$ cat src/rtl/sync_fifo_v2_pkg.sv
// -----------------------------------------------------------------------------
// sync_fifo_v2_pkg
// Shared definitions for the sync_fifo_v2 block:
//   FIFO_MODE_STD / FIFO_MODE_FWFT : values for the FWFT read-mode parameter
//   PARITY_MAX_W                   : widest data word the parity helper covers
//   even_parity()                  : parity bit that makes a word's 1-count even
// Optional feature macro used elsewhere: SYNC_FIFO_V2_PARITY_EN
// -----------------------------------------------------------------------------
package sync_fifo_v2_pkg;

  localparam int FIFO_MODE_STD  = 0;
  localparam int FIFO_MODE_FWFT = 1;

  localparam int PARITY_MAX_W = 64;

  // Callers zero-extend narrower words; the extra zeros do not change the XOR.
  function automatic logic even_parity(input logic [PARITY_MAX_W-1:0] d);
    return ^d;
  endfunction

endpackage

$ cat src/rtl/sync_fifo_v2_if.sv
// -----------------------------------------------------------------------------
// sync_fifo_v2_if
// Bundles the data path, configuration and status signals of sync_fifo_v2.
//   master : producer/consumer side (drives wr_*, rd_en, cfg_*, err_clr)
//   slave  : the FIFO itself (drives rd_data*, status and error flags)
// Signals: wr_en, wr_data, rd_en, rd_data, rd_data_vld, cfg_almost_full,
//   cfg_almost_empty, err_clr, full, empty, almost_full, almost_empty,
//   fifo_num, overflow, underflow, rd_par_err (SYNC_FIFO_V2_PARITY_EN only).
//
// Handshake: a write is taken on a rising clk edge exactly when wr_en is high
// and full is low (full acts as the inverted ready); a read/pop is taken on a
// rising edge exactly when rd_en is high and empty is low. Requests made while
// the FIFO cannot accept them are dropped and flagged as overflow/underflow;
// the requester is never stalled.
// -----------------------------------------------------------------------------
interface sync_fifo_v2_if #(
  parameter int DEEPWID = 3,
  parameter int BITWID  = 5
);

  logic               wr_en;
  logic [BITWID-1:0]  wr_data;
  logic               rd_en;
  logic [BITWID-1:0]  rd_data;
  logic               rd_data_vld;
  logic [DEEPWID:0]   cfg_almost_full;
  logic [DEEPWID:0]   cfg_almost_empty;
  logic               err_clr;
  logic               full;
  logic               empty;
  logic               almost_full;
  logic               almost_empty;
  logic [DEEPWID:0]   fifo_num;
  logic               overflow;
  logic               underflow;
`ifdef SYNC_FIFO_V2_PARITY_EN
  logic               rd_par_err;
`endif

  modport master (
    output wr_en, wr_data, rd_en, cfg_almost_full, cfg_almost_empty, err_clr,
    input  rd_data, rd_data_vld, full, empty, almost_full, almost_empty,
           fifo_num, overflow, underflow
`ifdef SYNC_FIFO_V2_PARITY_EN
    , input rd_par_err
`endif
  );

  modport slave (
    input  wr_en, wr_data, rd_en, cfg_almost_full, cfg_almost_empty, err_clr,
    output rd_data, rd_data_vld, full, empty, almost_full, almost_empty,
           fifo_num, overflow, underflow
`ifdef SYNC_FIFO_V2_PARITY_EN
    , output rd_par_err
`endif
  );

endinterface

$ cat src/rtl/sync_fifo_v2_ram.sv
// -----------------------------------------------------------------------------
// sync_fifo_v2_ram
// Storage array for sync_fifo_v2: synchronous write, asynchronous read.
// Contents are deliberately not reset.
//   clk   : write clock
//   we    : write enable
//   waddr : write address (AW bits)
//   wdata : write data (DW bits)
//   raddr : read address (AW bits)
//   rdata : combinational read data at raddr
// -----------------------------------------------------------------------------
module sync_fifo_v2_ram #(
  parameter int AW = 3,
  parameter int DW = 5
) (
  input  logic          clk,
  input  logic          we,
  input  logic [AW-1:0] waddr,
  input  logic [DW-1:0] wdata,
  input  logic [AW-1:0] raddr,
  output logic [DW-1:0] rdata
);

  logic [DW-1:0] mem [2**AW];

  always_ff @(posedge clk) begin
    if (we) begin
      mem[waddr] <= wdata;
    end
  end

  assign rdata = mem[raddr];

endmodule

$ cat src/rtl/sync_fifo_v2.sv
// -----------------------------------------------------------------------------
// sync_fifo_v2
// Single-clock FIFO, DEPTH = 2**DEEPWID words of BITWID bits, with a selectable
// read mode (FWFT = FIFO_MODE_STD: registered read with a one-cycle valid pulse;
// FWFT = FIFO_MODE_FWFT: head word shown continuously, rd_en pops it),
// programmable almost-full/almost-empty levels and sticky overflow/underflow
// flags cleared by err_clr.
// Ports:
//   clk   : clock, all state on the rising edge
//   rst_n : asynchronous active-low reset
//   bus   : sync_fifo_v2_if.slave (data path, configuration, status)
// Macro SYNC_FIFO_V2_PARITY_EN: store an even-parity bit per entry and report
// mismatches on the delivered word through bus.rd_par_err.
// -----------------------------------------------------------------------------
module sync_fifo_v2
  import sync_fifo_v2_pkg::*;
#(
  parameter int DEEPWID = 3,
  parameter int BITWID  = 5,
  parameter int FWFT    = FIFO_MODE_STD
) (
  input  logic          clk,
  input  logic          rst_n,
  sync_fifo_v2_if.slave bus
);

`ifdef SYNC_FIFO_V2_PARITY_EN
  localparam int MEMW = BITWID + 1;
`else
  localparam int MEMW = BITWID;
`endif

  localparam logic [DEEPWID:0] DEPTH_N = {1'b1, {DEEPWID{1'b0}}};
  localparam logic [DEEPWID:0] PTR_INC = {{DEEPWID{1'b0}}, 1'b1};

  // Pointers carry one extra wrap bit so that full (difference DEPTH) and
  // empty (difference 0) stay distinct after any number of wraps.
  logic [DEEPWID:0]  wr_ptr;
  logic [DEEPWID:0]  rd_ptr;
  logic [DEEPWID:0]  fifo_num;
  logic              full_w;
  logic              empty_w;
  logic              wr_acc;
  logic              rd_acc;
  logic [DEEPWID:0]  af_margin;
  logic [DEEPWID:0]  af_level;
  logic              overflow_q;
  logic              underflow_q;
  logic [MEMW-1:0]   ram_wdata;
  logic [MEMW-1:0]   ram_rdata;
  logic [BITWID-1:0] rd_data_int;
  logic              rd_vld_int;

  assign fifo_num = wr_ptr - rd_ptr;
  assign full_w   = (fifo_num == DEPTH_N);
  assign empty_w  = (fifo_num == '0);

  // A full FIFO drops the write even if a read frees a slot in the same cycle.
  assign wr_acc = bus.wr_en && !full_w;
  assign rd_acc = bus.rd_en && !empty_w;

  // Margins beyond DEPTH clamp to DEPTH, making almost_full permanently high.
  assign af_margin = (bus.cfg_almost_full > DEPTH_N) ? DEPTH_N : bus.cfg_almost_full;
  assign af_level  = DEPTH_N - af_margin;

  always_ff @(posedge clk or negedge rst_n) begin
    if (!rst_n) begin
      wr_ptr <= '0;
      rd_ptr <= '0;
    end else begin
      if (wr_acc) wr_ptr <= wr_ptr + PTR_INC;
      if (rd_acc) rd_ptr <= rd_ptr + PTR_INC;
    end
  end

  // Sticky error flags: a new error in the clearing cycle keeps the flag set.
  always_ff @(posedge clk or negedge rst_n) begin
    if (!rst_n) begin
      overflow_q  <= 1'b0;
      underflow_q <= 1'b0;
    end else begin
      if (bus.wr_en && full_w)      overflow_q <= 1'b1;
      else if (bus.err_clr)         overflow_q <= 1'b0;
      if (bus.rd_en && empty_w)     underflow_q <= 1'b1;
      else if (bus.err_clr)         underflow_q <= 1'b0;
    end
  end

`ifdef SYNC_FIFO_V2_PARITY_EN
  logic par_bad;
  assign ram_wdata = {even_parity(PARITY_MAX_W'(bus.wr_data)), bus.wr_data};
  assign par_bad   = even_parity(PARITY_MAX_W'(ram_rdata[BITWID-1:0])) != ram_rdata[BITWID];
  logic rd_par_err_int;
`else
  assign ram_wdata = bus.wr_data;
`endif

  sync_fifo_v2_ram #(
    .AW (DEEPWID),
    .DW (MEMW)
  ) u_ram (
    .clk   (clk),
    .we    (wr_acc),
    .waddr (wr_ptr[DEEPWID-1:0]),
    .wdata (ram_wdata),
    .raddr (rd_ptr[DEEPWID-1:0]),
    .rdata (ram_rdata)
  );

  generate
    if (FWFT == FIFO_MODE_FWFT) begin : g_fwft
      // Head word is visible straight from the array; rd_en only acknowledges it.
      assign rd_data_int = ram_rdata[BITWID-1:0];
      assign rd_vld_int  = !empty_w;
`ifdef SYNC_FIFO_V2_PARITY_EN
      assign rd_par_err_int = !empty_w && par_bad;
`endif
    end else begin : g_std
      logic [BITWID-1:0] rd_data_q;
      logic              rd_vld_q;
`ifdef SYNC_FIFO_V2_PARITY_EN
      logic              rd_par_q;
`endif
      always_ff @(posedge clk or negedge rst_n) begin
        if (!rst_n) begin
          rd_data_q <= '0;
          rd_vld_q  <= 1'b0;
`ifdef SYNC_FIFO_V2_PARITY_EN
          rd_par_q  <= 1'b0;
`endif
        end else begin
          rd_vld_q <= rd_acc;
          if (rd_acc) rd_data_q <= ram_rdata[BITWID-1:0];
`ifdef SYNC_FIFO_V2_PARITY_EN
          rd_par_q <= rd_acc && par_bad;
`endif
        end
      end
      assign rd_data_int = rd_data_q;
      assign rd_vld_int  = rd_vld_q;
`ifdef SYNC_FIFO_V2_PARITY_EN
      assign rd_par_err_int = rd_par_q;
`endif
    end
  endgenerate

  assign bus.rd_data      = rd_data_int;
  assign bus.rd_data_vld  = rd_vld_int;
  assign bus.full         = full_w;
  assign bus.empty        = empty_w;
  assign bus.almost_full  = (fifo_num >= af_level);
  assign bus.almost_empty = (fifo_num <= bus.cfg_almost_empty);
  assign bus.fifo_num     = fifo_num;
  assign bus.overflow     = overflow_q;
  assign bus.underflow    = underflow_q;
`ifdef SYNC_FIFO_V2_PARITY_EN
  assign bus.rd_par_err   = rd_par_err_int;
`endif

endmodule

$ cat src/flat_wrapper.sv
// flat-port wrapper written by rule: the top's interface ports become plain ports
module sync_fifo_v2_flat import sync_fifo_v2_pkg::*;
#(
  parameter int DEEPWID = 3,
  parameter int BITWID  = 5,
  parameter int FWFT    = FIFO_MODE_STD
)
  (clk, rst_n, bus_wr_en, bus_wr_data, bus_rd_en, bus_cfg_almost_full, bus_cfg_almost_empty, bus_err_clr, bus_rd_data, bus_rd_data_vld, bus_full, bus_empty, bus_almost_full, bus_almost_empty, bus_fifo_num, bus_overflow, bus_underflow);
  sync_fifo_v2_if #(.DEEPWID(DEEPWID), .BITWID(BITWID)) bus_i ();
  input  logic clk;
  input  logic rst_n;
  input wire logic [$bits(bus_i.wr_en)-1:0] bus_wr_en;
  input wire logic [$bits(bus_i.wr_data)-1:0] bus_wr_data;
  input wire logic [$bits(bus_i.rd_en)-1:0] bus_rd_en;
  input wire logic [$bits(bus_i.cfg_almost_full)-1:0] bus_cfg_almost_full;
  input wire logic [$bits(bus_i.cfg_almost_empty)-1:0] bus_cfg_almost_empty;
  input wire logic [$bits(bus_i.err_clr)-1:0] bus_err_clr;
  output wire logic [$bits(bus_i.rd_data)-1:0] bus_rd_data;
  output wire logic [$bits(bus_i.rd_data_vld)-1:0] bus_rd_data_vld;
  output wire logic [$bits(bus_i.full)-1:0] bus_full;
  output wire logic [$bits(bus_i.empty)-1:0] bus_empty;
  output wire logic [$bits(bus_i.almost_full)-1:0] bus_almost_full;
  output wire logic [$bits(bus_i.almost_empty)-1:0] bus_almost_empty;
  output wire logic [$bits(bus_i.fifo_num)-1:0] bus_fifo_num;
  output wire logic [$bits(bus_i.overflow)-1:0] bus_overflow;
  output wire logic [$bits(bus_i.underflow)-1:0] bus_underflow;
  assign bus_i.wr_en = bus_wr_en;
  assign bus_i.wr_data = bus_wr_data;
  assign bus_i.rd_en = bus_rd_en;
  assign bus_i.cfg_almost_full = bus_cfg_almost_full;
  assign bus_i.cfg_almost_empty = bus_cfg_almost_empty;
  assign bus_i.err_clr = bus_err_clr;
  assign bus_rd_data = bus_i.rd_data;
  assign bus_rd_data_vld = bus_i.rd_data_vld;
  assign bus_full = bus_i.full;
  assign bus_empty = bus_i.empty;
  assign bus_almost_full = bus_i.almost_full;
  assign bus_almost_empty = bus_i.almost_empty;
  assign bus_fifo_num = bus_i.fifo_num;
  assign bus_overflow = bus_i.overflow;
  assign bus_underflow = bus_i.underflow;
  sync_fifo_v2 #(.DEEPWID(DEEPWID), .BITWID(BITWID), .FWFT(FWFT)) u_core (.clk(clk), .rst_n(rst_n), .bus(bus_i));
endmodule
$ cat config.mk
export PLATFORM = sky130hd
export DESIGN_NAME = sync_fifo_v2_flat
export DESIGN_NICKNAME = d
export VERILOG_FILES = /design/src/rtl/sync_fifo_v2_pkg.sv /design/src/rtl/sync_fifo_v2_if.sv /design/src/rtl/sync_fifo_v2_ram.sv /design/src/rtl/sync_fifo_v2.sv /design/src/flat_wrapper.sv
export SDC_FILE = /design/constraint.sdc
export NUM_CORES = 1
export LEC_CHECK = 0
export CORE_ASPECT_RATIO = 0.7
export CORE_MARGIN = 2
export CORE_UTILIZATION = 45
export CTS_BUF_LIST = sky130_fd_sc_hd__clkbuf_16
export DETAILED_ROUTE_END_ITERATION = 6
export PLACE_DENSITY = 0.67
export SLEW_MARGIN = 20
export SYNTH_ARGS = -nofsm -noshare
export SYNTH_HDL_FRONTEND = slang
export SYNTH_SLANG_ARGS = --single-unit
$ cat constraint.sdc
create_clock -name clk -period 8.7 [get_ports clk]
set_clock_uncertainty 0.1 [all_clocks]
set_input_delay 2.61 -clock clk [delete_from_list [all_inputs] [get_ports clk]]
set_output_delay 2.61 -clock clk [all_outputs]
set_load 0.03 [all_outputs]
Word-level counts from Yosys, hierarchy flattened
Memory sizes are Yosys's and may differ from the RTL's. A register that Yosys moved wholly into a read port is not among the register bits.
Index checks and enable logic that the tools add are counted.

storage, ports and cells
  bits in registers = 11
  bits in writable memories = 40
  input port bits = 18
  output and inout bits = 16
  word-level logic and storage cells = 30
  memories kept = 1

memory list
  memory            words  bits a word  rd ports  clocked after Yosys merged registers in  wr ports  line                    RTL
  u_core.u_ram.mem  8      5            1         1                                        1         sync_fifo_v2_ram.sv:24  logic [DW-1:0] mem [2**AW];

cells by class
  add/subtract/negate cells = 4
  order comparisons = 3
  eq/ne operators = 1
  multiplexer cells = 6
  reductions and logical operators = 10

operators by type and width
  kind                 count
  $add 4x1->4 const B  2
  $mux 1               5
  $eq 4x4->1 const B   1
  $ge 4x4->1           1
  $gt 4x4->1 const B   1
  $le 4x4->1           1
  $logic_and 1x1->1    4
  $logic_not 4->1      1
  $mux 4               1
  $reduce_bool 2->1    2
  $sub 4x4->4          1
  $sub 4x4->4 const A  1
  $logic_not 1->1      3

Depth between registers and ports, before layout
  depth after elaboration = 6
  mapped depth = 11
  depth with buffers taken out = 10

Hierarchy
From an unflattened synthesis, not the netlist that was laid out.

second synthesis, totals
  cells, all modules = 167
  area, all modules = 2,680.1 um^2

by module, submodules not included
  module            instances  cells each  area an instance (um^2)  sequential area each (um^2)
  sync_fifo_v2_ram  1          70          1,594.0                  1,201.2
  sync_fifo_v2      1          97          1,086.0                  400.4

Least setup slack after synthesis
Ideal clock, no wire load.

  path type = in2out
  from = input port bus_cfg_almost_full[3]
  to = output port bus_almost_full
  arrival = 3.820 ns
  required time = 5.990 ns
  setup slack = 2.170 ns
  cell stages on the path = 8
  buffers on the path = 0
  cells stage by stage = nand2b_1 -> ha_1 -> inv_1 -> ha_1 -> a21oi_1 -> nor2b_1 -> o21ai_0 -> nand2b_1

between the ends
  longest elaborated chain between the ends = 4

RTL lines
  element          line                 RTL
  start, declared  flat_wrapper.sv:15   input wire logic [$bits(bus_i.cfg_almost_full)-1:0] bus_cfg_almost_full;
  $gt 4x4->1       sync_fifo_v2.sv:63   assign af_margin = (bus.cfg_almost_full > DEPTH_N) ? DEPTH_N : bus.cfg_almost_full;
  $mux 4 (*)       sync_fifo_v2.sv:63
  $sub 4x4->4 (*)  sync_fifo_v2.sv:64   assign af_level = DEPTH_N - af_margin;
  $ge 4x4->1 (*)   sync_fifo_v2.sv:151  assign bus.almost_full = (fifo_num >= af_level);
  end, declared    flat_wrapper.sv:22   output wire logic [$bits(bus_i.almost_full)-1:0] bus_almost_full;

Every way passes the cells marked *; elsewhere a longest branch is shown, timed or not.

Worst setup path in the final report
Same ends and word-level chain as after synthesis.

==> summary.md <==
| Metric | Value |
|---|---|
| Status | `finished clean` |
| Worst R2R Setup Slack | `4560 ps` |
| CTS Sinks | `56` |
| Die extent in x | `about 95 um` |
| Later-pin clock latency in the skew report | `290 ps` |
| Final hold vios | `0` |
| Die ar. | `between 6000 and 7000 um^2` |
| Dominant synthesized flop cell | `edfxtp_1` |
| Final core occ | `55.71%` |
| Register area share after synthesis | `61.42%` |
| CP Launch Type | `input port` |
| HPWL after DPL | `3846 um` |
| # Post-CTS Setup Buffers | `0` |
| Min-Delay Endpoint | `u_core.bus.rd_data[0]` |
| Total Neg Setup Slack | `0 ps` |
| DR pass1 iterations | `4` |
| Clock Tree Root | `clkbuf_16` |
| Worst-path clk slew | `60 ps` |
| Synth top area share | `46.07%` |
| Data required, critical path | `5990 ps` |
| Final min period | `7641 ps` |
| DRC Markers | `0` |
| Area leader, netlist | `edfxtp_1` |
| Via count | `~1.5k` |
| Slew HR | `26.89%` |
| Finished Cell Area | `3158 um^2` |
| Clk buf depth | `2` |
| Nets | `240` |
| Worst hold slack | `387.9 ps` |
| FF/Latch Area | `~1600 um^2` |
| Pin count of the biggest net entering global routing | `17` |
| Worst Reg-to-Reg Cells | `8` |
| Post-cts sizing count | `0` |
| HP Class | `register to register` |
| IO Port Bufs | `33` |
| Highest Clock Rate | `roughly 0.13 GHz` |
| Synthesized area per cell | `15.16 um^2` |
| Worst path slowest cell | `clkdlybuf4s50_1` |
| Filler cells | `447` |
| First-pass GRT wire length | `between 8000 and 9000 um` |
| Initial antenna violation count | `0` |
| Wire per inst | `18.04 um` |
| GPL Wtd Cong | `0.7675` |
| CP Buf/Inv Count | `3` |
| Gr ovfl total | `0` |
| Setup CP Type | `input port to output port` |
| Vias in the first global route | `between 1.5k and 2k` |
| Initial Utilization | `roughly 46%` |
| Setup Viol. Count Final | `0` |
| Final ANT Viol Nets | `0` |
| Cell family with most CP delay | `buffers and inverters` |
| Initial drt markers | `75` |
| Core ar. | `5669 um^2` |
| H-tree Lvls | `2` |
| # rows | `23` |
| CTS buffer count | `5` |
| Number of synthesized flops with an enable pin | `40` |
| Die H | `67.69 um` |
| Share of cells above drive strength 1 | `12.98%` |
| Overall Global Routing Usage | `17.58%` |
| Max Slew Vio Count | `0` |
| Period utilization | `87.83%` |
| ANT cells | `0` |
| Worst Hold Launch | `u_core.bus.rd_data[0]` |
| Least-Margin Pin Slew | `around 1100 ps` |
| Synth Net Count | `205` |
| Top Ports | `34` |
| RSZ-0062 raised after global routing | `no` |
| Synthesis-stage register bit count | `56` |
| Crit path DAT | `4930 ps` |
| Vias per cell | `5.396` |
| CP endpoint kind | `output port` |
| RR Startpoint | `u_core.rd_ptr[0]` |
| Most frequent cells in the layout | `40 x edfxtp_1, 33 x clkdlybuf4s50_1, 16 x dfrtp_1` |
| Synth area leaders | `edfxtp_1 46%, dfrtp_1 15%, mux4_2 8.6%, ha_1 6.7%, inv_1 2.0%` |
| Leading cell type in the layout, fill and taps excluded | `edfxtp_1` |
| Post-Syn Instances | `172` |
| Crit-path max cell delay | `600 ps` |
| DP Area | `3003 um^2` |
| Max-cap violation count | `0` |
| Post-synthesis cell type count | `37` |
| CTS tree | `yes` |
| Largest fanout on the critical path | `4` |
| R2R Path End | `u_core.u_ram.mem[2][2]` |
| CTS Hold Bufs | `0` |
| Syn-to-layout area delta | `21.11%` |
| Cells along the critical path | `clkdlybuf4s50_1 -> nand2b_1 -> ha_1 -> inv_1 -> ha_1 -> a21oi_1 -> nor2b_1 -> o21ai_0 -> nand2b_1 -> clkdlybuf4s50_1` |
| Mapped Area | `2608 um^2` |
| YS warnings | `0` |
| Post-synth ARST share | `28.57%` |
| Routed wire length | `5104 um` |
| Worst Hold Depth | `2` |
| Footprint of the multi-input gates | `939.7 um^2` |
through the flow:
stage / setup slack (ps) / cells
floorplan: 2170 / 172
global route: 973.3 / 283
detailed placement: 1047 / 275
finish: 1059 / 283
global placement: 1259 / 275
CTS: 1038 / 283
worst max path at each step:
stage          slack, ps                   start  cells after the start               to
6_report            1060  bus_cfg_almost_full[3]                     10  bus_almost_full
5_1_grt              970  bus_cfg_almost_full[3]                     10  bus_almost_full
4_1_cts             1040  bus_cfg_almost_full[3]                     10  bus_almost_full
3_5_place_dp        1050  bus_cfg_almost_full[3]                     10  bus_almost_full
3_3_place_gp        1260  bus_cfg_almost_full[3]                     10  bus_almost_full
2_1_floorplan       2170  bus_cfg_almost_full[3]                      8  bus_almost_full
cells in the mapped netlist (2+ instances only):
| cell type | n |
|---|---|
| mux2i_1 | 5 |
| nor4_1 | 4 |
| a22o_1 | 2 |
| nor2b_1 | 2 |
| nor3_1 | 3 |
| edfxtp_1 | 40 |
| a21oi_1 | 5 |
| nand2_1 | 10 |
| nand2b_1 | 7 |
| mux4_2 | 10 |
| xnor2_1 | 6 |
| xor2_1 | 3 |
| inv_1 | 14 |
| nor2_1 | 3 |
| buf_2 | 2 |
| o21ai_0 | 7 |
| dfrtp_1 | 16 |
| ha_1 | 14 |
logic make-up (layout without fill, tap and decap cells):
| kind of cell | Yosys count | after routing | share of synthesized area, % |
|---|---|---|---|
| xor gates and xnor gates | 9 | 9 | 3.023 |
| AOI/OAI and AO/OA | 18 | 18 | 5.086 |
| DFF | 56 | 56 | 61.42 |
| and+or+nand+nor | 37 | 37 | 8.158 |
| adders and majority gates | 15 | 15 | 7.486 |
| muxes | 17 | 17 | 11.56 |
| buffers and inverters | 20 | 56 | 3.263 |
sequential cells by signal (all words and copies together), names as in the netlist:
signal / cells
u_core.wr_ptr: 4
u_core.rd_ptr: 4
u_core.bus.underflow: 1
u_core.bus.rd_data_vld: 1
u_core.bus.rd_data: 5
u_core.bus.overflow: 1
u_core.u_ram.mem: 40
tightest hold or removal path, cell delays in order (launching register included):
cell     delay (ps)
dfrtp_1         350
nand2_1          50
o21ai_0          60
area by class of cell:
type	instances	share of cell area, %
well taps	75	2.971
inverters	15	1.783
clock buffers	5	3.962
clock inverters	3	0.3566
multi-input cells	96	29.75
repair buffers	33	10.46
flip-flops and latches	56	50.71
metal layers:
metal	global-route usage, %	vias up	share of wire (%)
met1	23.59	773	46
li1	-	712	-
met4	5.797	0	0.67
met2	28.19	38	48
met5	0	-	0
met3	4.688	4	5.7
Power is left out: the tool's default activity adds up to more than one toggle a clock period on the data nets, which glitch-free logic cannot reach.
